==> src/rtl/ex_div_unit.sv <==
// Iterative RV32M divider for the EX stage: restoring radix-2, one quotient bit per cycle.
// Handles DIV/DIVU/REM/REMU, divide-by-zero and signed overflow, with FLUSH and BUSY stall.
module ex_div_unit #(
    parameter int XLEN = 32,
    parameter int ITER = 32
) (
    input  logic            CLK,
    input  logic            RESET,
    input  logic            START,
    input  logic [1:0]      DIV_OP,
    input  logic [XLEN-1:0] DIVIDEND,
    input  logic [XLEN-1:0] DIVISOR,
    input  logic [4:0]      DEST_REG,
    input  logic            FLUSH,
    output logic            BUSY,
    output logic            DONE,
    output logic [XLEN-1:0] RESULT,
    output logic [4:0]      OUT_DEST_REG
);

    localparam int CW = $clog2(ITER);
    localparam logic [XLEN-1:0] MIN_NEG = {1'b1, {(XLEN-1){1'b0}}};

    typedef enum logic [1:0] {S_IDLE, S_CALC, S_FIX, S_DONE} state_t;

    state_t          state_q, state_d;
    logic            is_rem_q, is_rem_d;
    logic [4:0]      dest_q, dest_d;
    logic [4:0]      out_dest_q, out_dest_d;
    logic            neg_quot_q, neg_quot_d;
    logic            neg_rem_q, neg_rem_d;
    logic [XLEN-1:0] divisor_q, divisor_d;
    logic [XLEN-1:0] quot_q, quot_d;
    logic [XLEN-1:0] rem_q, rem_d;
    logic [XLEN-1:0] result_q, result_d;
    logic [CW-1:0]   cnt_q, cnt_d;
    logic            busy_q, busy_d;
    logic            done_q, done_d;

    logic [XLEN:0]   trial;
    logic            signed_op, a_neg, b_neg;
    logic [XLEN-1:0] a_mag, b_mag, quot_fix, rem_fix;

    always_comb begin
        state_d    = state_q;
        is_rem_d   = is_rem_q;
        dest_d     = dest_q;
        out_dest_d = out_dest_q;
        neg_quot_d = neg_quot_q;
        neg_rem_d  = neg_rem_q;
        divisor_d  = divisor_q;
        quot_d     = quot_q;
        rem_d      = rem_q;
        result_d   = result_q;
        cnt_d      = cnt_q;

        signed_op = ~DIV_OP[0];
        a_neg     = signed_op & DIVIDEND[XLEN-1];
        b_neg     = signed_op & DIVISOR[XLEN-1];
        // Negating 0x80000000 yields 0x80000000, which read unsigned is the correct magnitude 2^31.
        a_mag     = a_neg ? -DIVIDEND : DIVIDEND;
        b_mag     = b_neg ? -DIVISOR : DIVISOR;

        // Remainder stays below the divisor, so bit XLEN of the 33-bit difference is a valid sign.
        trial     = {rem_q, quot_q[XLEN-1]} - {1'b0, divisor_q};
        quot_fix  = neg_quot_q ? -quot_q : quot_q;
        rem_fix   = neg_rem_q ? -rem_q : rem_q;

        case (state_q)
            S_IDLE: begin
                if (START && !FLUSH) begin
                    is_rem_d   = DIV_OP[1];
                    dest_d     = DEST_REG;
                    neg_quot_d = a_neg ^ b_neg;
                    neg_rem_d  = a_neg;
                    divisor_d  = b_mag;
                    quot_d     = a_mag;
                    rem_d      = '0;
                    cnt_d      = CW'(ITER - 1);
                    if (DIVISOR == '0) begin
                        result_d   = DIV_OP[1] ? DIVIDEND : '1;
                        out_dest_d = DEST_REG;
                        state_d    = S_DONE;
                    end else if (signed_op && DIVIDEND == MIN_NEG && DIVISOR == '1) begin
                        result_d   = DIV_OP[1] ? '0 : MIN_NEG;
                        out_dest_d = DEST_REG;
                        state_d    = S_DONE;
                    end else begin
                        state_d = S_CALC;
                    end
                end
            end
            S_CALC: begin
                if (FLUSH) begin
                    state_d = S_IDLE;
                end else begin
                    rem_d  = trial[XLEN] ? {rem_q[XLEN-2:0], quot_q[XLEN-1]} : trial[XLEN-1:0];
                    quot_d = {quot_q[XLEN-2:0], ~trial[XLEN]};
                    cnt_d  = cnt_q - CW'(1);
                    if (cnt_q == '0) begin
                        state_d = S_FIX;
                    end
                end
            end
            S_FIX: begin
                if (FLUSH) begin
                    state_d = S_IDLE;
                end else begin
                    result_d   = is_rem_q ? rem_fix : quot_fix;
                    out_dest_d = dest_q;
                    state_d    = S_DONE;
                end
            end
            default: begin
                state_d = S_IDLE;
            end
        endcase

        busy_d = (state_d == S_CALC) || (state_d == S_FIX);
        done_d = (state_d == S_DONE);
    end

    always_ff @(posedge CLK or negedge RESET) begin
        if (!RESET) begin
            state_q    <= S_IDLE;
            is_rem_q   <= 1'b0;
            dest_q     <= '0;
            out_dest_q <= '0;
            neg_quot_q <= 1'b0;
            neg_rem_q  <= 1'b0;
            divisor_q  <= '0;
            quot_q     <= '0;
            rem_q      <= '0;
            result_q   <= '0;
            cnt_q      <= '0;
            busy_q     <= 1'b0;
            done_q     <= 1'b0;
        end else begin
            state_q    <= state_d;
            is_rem_q   <= is_rem_d;
            dest_q     <= dest_d;
            out_dest_q <= out_dest_d;
            neg_quot_q <= neg_quot_d;
            neg_rem_q  <= neg_rem_d;
            divisor_q  <= divisor_d;
            quot_q     <= quot_d;
            rem_q      <= rem_d;
            result_q   <= result_d;
            cnt_q      <= cnt_d;
            busy_q     <= busy_d;
            done_q     <= done_d;
        end
    end

    assign BUSY         = busy_q;
    assign DONE         = done_q;
    assign RESULT       = result_q;
    assign OUT_DEST_REG = out_dest_q;

endmodule

==> config.mk <==
export PLATFORM = sky130hd
export DESIGN_NAME = ex_div_unit
export DESIGN_NICKNAME = d
export VERILOG_FILES = /design/src/rtl/ex_div_unit.sv
export SDC_FILE = /design/constraint.sdc
export NUM_CORES = 1
export LEC_CHECK = 0
export BUFFER_PORTS_ARGS = -buffer_cell sky130_fd_sc_hd__buf_2
export CAP_MARGIN = 20
export CORE_ASPECT_RATIO = 1.1
export CORE_UTILIZATION = 30
export CTS_CLUSTER_SIZE = 30
export DETAILED_ROUTE_END_ITERATION = 7
export GPL_TIMING_DRIVEN = 1
export PLACE_DENSITY = 0.42
export SYNTH_ARGS = -nofsm -noshare
export SYNTH_HDL_FRONTEND = slang
export SYNTH_SLANG_ARGS = --single-unit
==> constraint.sdc <==
create_clock -name CLK -period 6.2 [get_ports CLK]
set_input_delay 1.86 -clock CLK [delete_from_list [all_inputs] [get_ports CLK]]
set_output_delay 1.86 -clock CLK [all_outputs]
set_load 0.1 [all_outputs]
=== Word-level counts from Yosys, hierarchy flattened ===
Index checks and enable logic that the tools add are counted.

* Register bits: 150
* Input bits: 75
* Output and inout port bits: 39
* Word-level logic and storage cells: 82

* Add/sub/neg operators: 6
* Eq/ne operators: 11
* Mux-type cells: 34
* Bitwise gates (word level): 5
* Reduce and logical (&&, ||, !) cells: 13

{| class="wikitable"
|+ Operators with widths
! kind !! number
|-
| $mux 32 || 16
|-
| $pmux 32 s2 || 3
|-
| $neg 32->32 || 4
|-
| $eq 32x32->1 const B || 2
|-
| $sub 33x32->33 || 1
|-
| $logic_not 32->1 || 1
|-
| $mux 5 || 6
|-
| $pmux 5 s2 || 2
|-
| $mux 2 || 6
|-
| $eq 2x2->1 const B || 3
|-
| $ne 2x2->1 const B || 3
|-
| $pmux 2 s3 || 1
|-
| $logic_not 5->1 || 1
|-
| $sub 5x1->5 const B || 1
|-
| $eq 2x1->1 const B || 2
|-
| $reduce_and 4->1 || 1
|-
| $reduce_bool 2->1 || 2
|-
| $logic_and 1x1->1 || 3
|-
| $ne 3x3->1 const B || 1
|-
| $reduce_and 3->1 || 1
|-
| $and 1x1->1 || 2
|-
| $logic_not 2->1 || 1
|-
| $not 1->1 || 2
|-
| $reduce_and 2->1 || 1
|-
| 3 further kinds || 3
|}

=== Depth between registers and ports, before layout ===
* Depth after elaboration: 9
* Mapped depth: 14
* Depth with buffers taken out: 12

=== Worst setup path after synthesis ===
OpenSTA, ideal clock, no wires.

* Kind: input to register
* From: in DIVIDEND[1]
* To: reg busy_q, in the netlist BUSY
* Setup time: 0.126 ns
* Arrival: 4.403 ns
* Required time: 6.074 ns
* Setup slack: 1.671 ns
* Cell stages on the path: 13
* Cell sequence: inv_1 ha_1 nor3b_1 nand3b_1 nor4_1 nand2_1 nor3_1 a21o_1 a21oi_1 clkbuf_1 clkbuf_1 nand2_1 ha_1

* Longest elaborated chain between the ends: 9
* Elaborated cells on any way between the ends: 10

{| class="wikitable"
|+ RTL lines
! what !! line !! source
|-
| start, declared || 11 || <nowiki>input logic [XLEN-1:0] DIVIDEND,</nowiki>
|-
| $eq 32x32->1 (*) || 84 || <nowiki>end else if (signed_op && DIVIDEND == MIN_NEG && DIVISOR == '1) begin</nowiki>
|-
| $logic_and 1x1->1 (*) (2 in a row) || 84 ||
|-
| $mux 2 (*) || 84 ||
|-
| $mux 2 (*) || 80 || <nowiki>if (DIVISOR == '0) begin</nowiki>
|-
| $mux 2 (*) || 71 || <nowiki>if (START && !FLUSH) begin</nowiki>
|-
| $pmux 2 s3 (*) || 69 || <nowiki>case (state_q)</nowiki>
|-
| via state_d[1] || 26 || <nowiki>state_t state_q, state_d;</nowiki>
|-
| $eq 2x1->1 / $eq 2x2->1 (equally long branches) || 119 || <nowiki>busy_d = (state_d == S_CALC) || (state_d == S_FIX);</nowiki>
|-
| $logic_or 1x1->1 (*) || 119 ||
|-
| via busy_d || 37 || <nowiki>logic busy_q, busy_d;</nowiki>
|-
| end signal, assigned || 150 || <nowiki>busy_q <= busy_d;</nowiki>
|-
| end, declared || 37 ||
|}

The timed path passes the listed nets; every way through them passes the cells marked *.
A chain may end at the register's enable or synchronous reset.

=== Final worst setup path ===
Same ends and word-level chain as after synthesis.

==> metrics <==
status=finished, final reports clean; Die X=186 µm; Comb power frac=0.309; GPL Wtd Cong=0.848; Final ANT Viol Nets=0; most frequent cells in the layout=nand2_1 (209), o21ai_0 (193), dfrtp_1 (150); Clock Sinks=150; worst slew pin tran=1.07 ns; CP Class=in2reg; clock skew=0.0107 ns; Via Count=10400; CTS tree=built; startpoint class of the critical path=primary input; vias in the first global route=10100; num ports=114; synthesized cell area=11200 µm²; Worst-Skew Late Latency=0.44 ns; htree depth=4; fin crit share=0.735; CP required=6.52 ns; Seq cells post-synth=150; Final Util=0.355; Post-Syn Nets=1517; final hold vios=0; row count=73; ANT cells=0; Main synth FF type=dfrtp_1; syn_area_per_cell=7.97 µm²; switch share=0.388; RSZ-0062 raised after global routing=no; clock group share of total power=0.322; Clock Path Buffers=2; Routed WL=37.3 mm; Synth Instances=1401; Max Fclk=219 MHz; synthesis-to-layout area growth=15.8%; CTS resizes=0; Worst-path clk slew=0.07 ns; Via density=5.21; Max Cap Violations=0; nets=1604; Post-synth ARST share=1.00; synth warn=0; Placement Cell Area=12300 µm²; Setup Fix Bufs, Post-CTS=0; first-pass GRT wire length=59.0 mm; Post-Place Setup Slack=1.02 ns; crit end category=flop; Final Max Slew Viols=0; Distinct cells, synth=63; final non-filler cell area=12900 µm²; Final WS setup=1.64 ns; drt first-iter violations=657; Die Area=38000 µm²; Die Span Y=204 µm; minimum clock period=4.56 ns; post-DR wirelength/cell=18.8 µm; register area share after synthesis=0.336; Hold Path Class=reg2reg; layout cell share with drive strength beyond 1=0.128; Pre-antenna DRT Iters=5; overflow left after global routing=0; EDFF count, synth=0; DRC viols=0; sequential power share=0.369; placeable core area=36400 µm²; CTS root buffer=clkbuf_16; relative slew slack=0.290; power density over the cells=264 nW/µm²; Leak=5.54 nW; largest net degree at the start of global routing=72; r2r setup slk=2.16 ns; initial antenna violation count=1; total negative setup slack=0 ns; NetSw=1.33 mW; internal power=2.09 mW; hold_buf cts=0; maximum VDD drop=0.164 mV; endpoints failing setup=0; critical-path maximum fanout=24; initial core utilization=0.307; fillers=3862; total power=3.42 mW; commonest non-fill, non-tap cell in the layout=nand2_1; Arr. time, crit path=4.88 ns; HPWL Detailed=28.1 mm; CTS Buf Count=17; Total GRT Usage=0.201; IO Port Bufs=113
==> through the flow <==
| stage | std cells | hold WS [ns] |
|---|---|---|
| after floorplan | 1401 | 0.445 |
| after global placement | 1955 | 0.453 |
| after detailed placement | 1955 | 0.453 |
| after CTS | 1987 | 0.468 |
| after global routing | 1988 | 0.508 |
| final | 1988 | 0.461 |
==> power by group through the flow <==
stage | Combinational, mW | Sequential, mW | Clock (mW)
2_1_floorplan | 0.625 | 1.40 | 0
3_3_place_gp | 1.05 | 1.28 | 0
3_5_place_dp | 1.06 | 1.28 | 0
6_report | 1.06 | 1.26 | 1.10
4_1_cts | 1.06 | 1.26 | 1.13
5_1_grt | 1.17 | 1.29 | 1.17
==> registers in the layout, summed over array words and instances (netlist names) <==
signal and count:
RESULT 32, divisor_q 32, quot_q 32, rem_q 32, OUT_DEST_REG 5, cnt_q 5
dest_q 5, state_q 2, BUSY 1, DONE 1, is_rem_q 1, neg_quot_q 1
neg_rem_q 1
==> final timing paths <==
check                           depth (start not counted)         from         end
min in group asynchronous                               1        RESET   quot_q[5]
worst max register to register                         13   quot_q[31]   rem_q[31]
worst max-delay path                                   14  DIVIDEND[1]        BUSY
worst min-delay path                                    2   RESULT[15]  RESULT[15]
max in group asynchronous                               2        RESET   dest_q[2]
worst min register to register                          2   RESULT[15]  RESULT[15]
==> metal layers <==
layer,global-route usage,up-vias,share of wire
li1,-,5194,-
met3,0.0248,29,0.036
met1,0.286,4910,0.49
met2,0.322,232,0.46
met5,0,-,0
met4,0.0477,0,0.012
==> synthesized netlist by cell type, drive strengths merged, types with 5 or more instances <==
master  instances  area [µm²]
o211ai         19         143
a21oi         108         541
ha             40         500
or3            25         171
nand2b         18         113
xnor2          73         639
inv            58         218
a221oi          5        43.8
o221ai          8        70.1
a21o           12        90.1
a32oi           8        70.1
buf             6        25.0
xor2           67         587
nand2         209         785
o31ai          28         224
a31oi           7        43.8
nor4           15        93.8
a211oi          9        67.6
nor2b          12        75.1
o41ai          14         141
nand4          17         106
nor2           82         308
mux2i          29         290
nand3          10        50.1
or4            13         105
o21ai         196         981
and3            5        31.3
dfrtp         150        3750
o21a            6        45.0
nor3           33         165
clkbuf         65         244
==> cell families after synthesis <==
logic type	share of synthesized area
multiplexers	0.0290
buffers and inverters	0.0436
XOR/XNOR	0.110
AO/OA/AOI/OAI	0.243
AND/OR/NAND/NOR	0.192
adder cells (fa/ha/maj)	0.0466
flip-flops	0.336
==> layout make-up <==
class                           count  area (µm²)  area share
Inverter                           58         218      0.0168
Sequential cell                   150        3750       0.290
Clock buffer                       17         425      0.0329
Timing Repair Buffer              139         787      0.0608
Multi-Input combinational cell   1122        6970       0.538
Clock inverter                     15         180      0.0139
Tap cell                          487         609      0.0471
==> worst max-delay path: stages <==
cell and delay [ns]:
buf_2 0.11, inv_1 0.09, ha_1 0.18, nor3b_1 0.46, nand3b_1 0.33, nor4_1 0.34, buf_4 0.17, nand2_1 0.08
nor3_1 0.34, a21o_1 0.20, a21oi_4 0.16, buf_16 0.21, nand2_1 0.09, ha_1 0.22
Power figures use the tool's default switching activity.
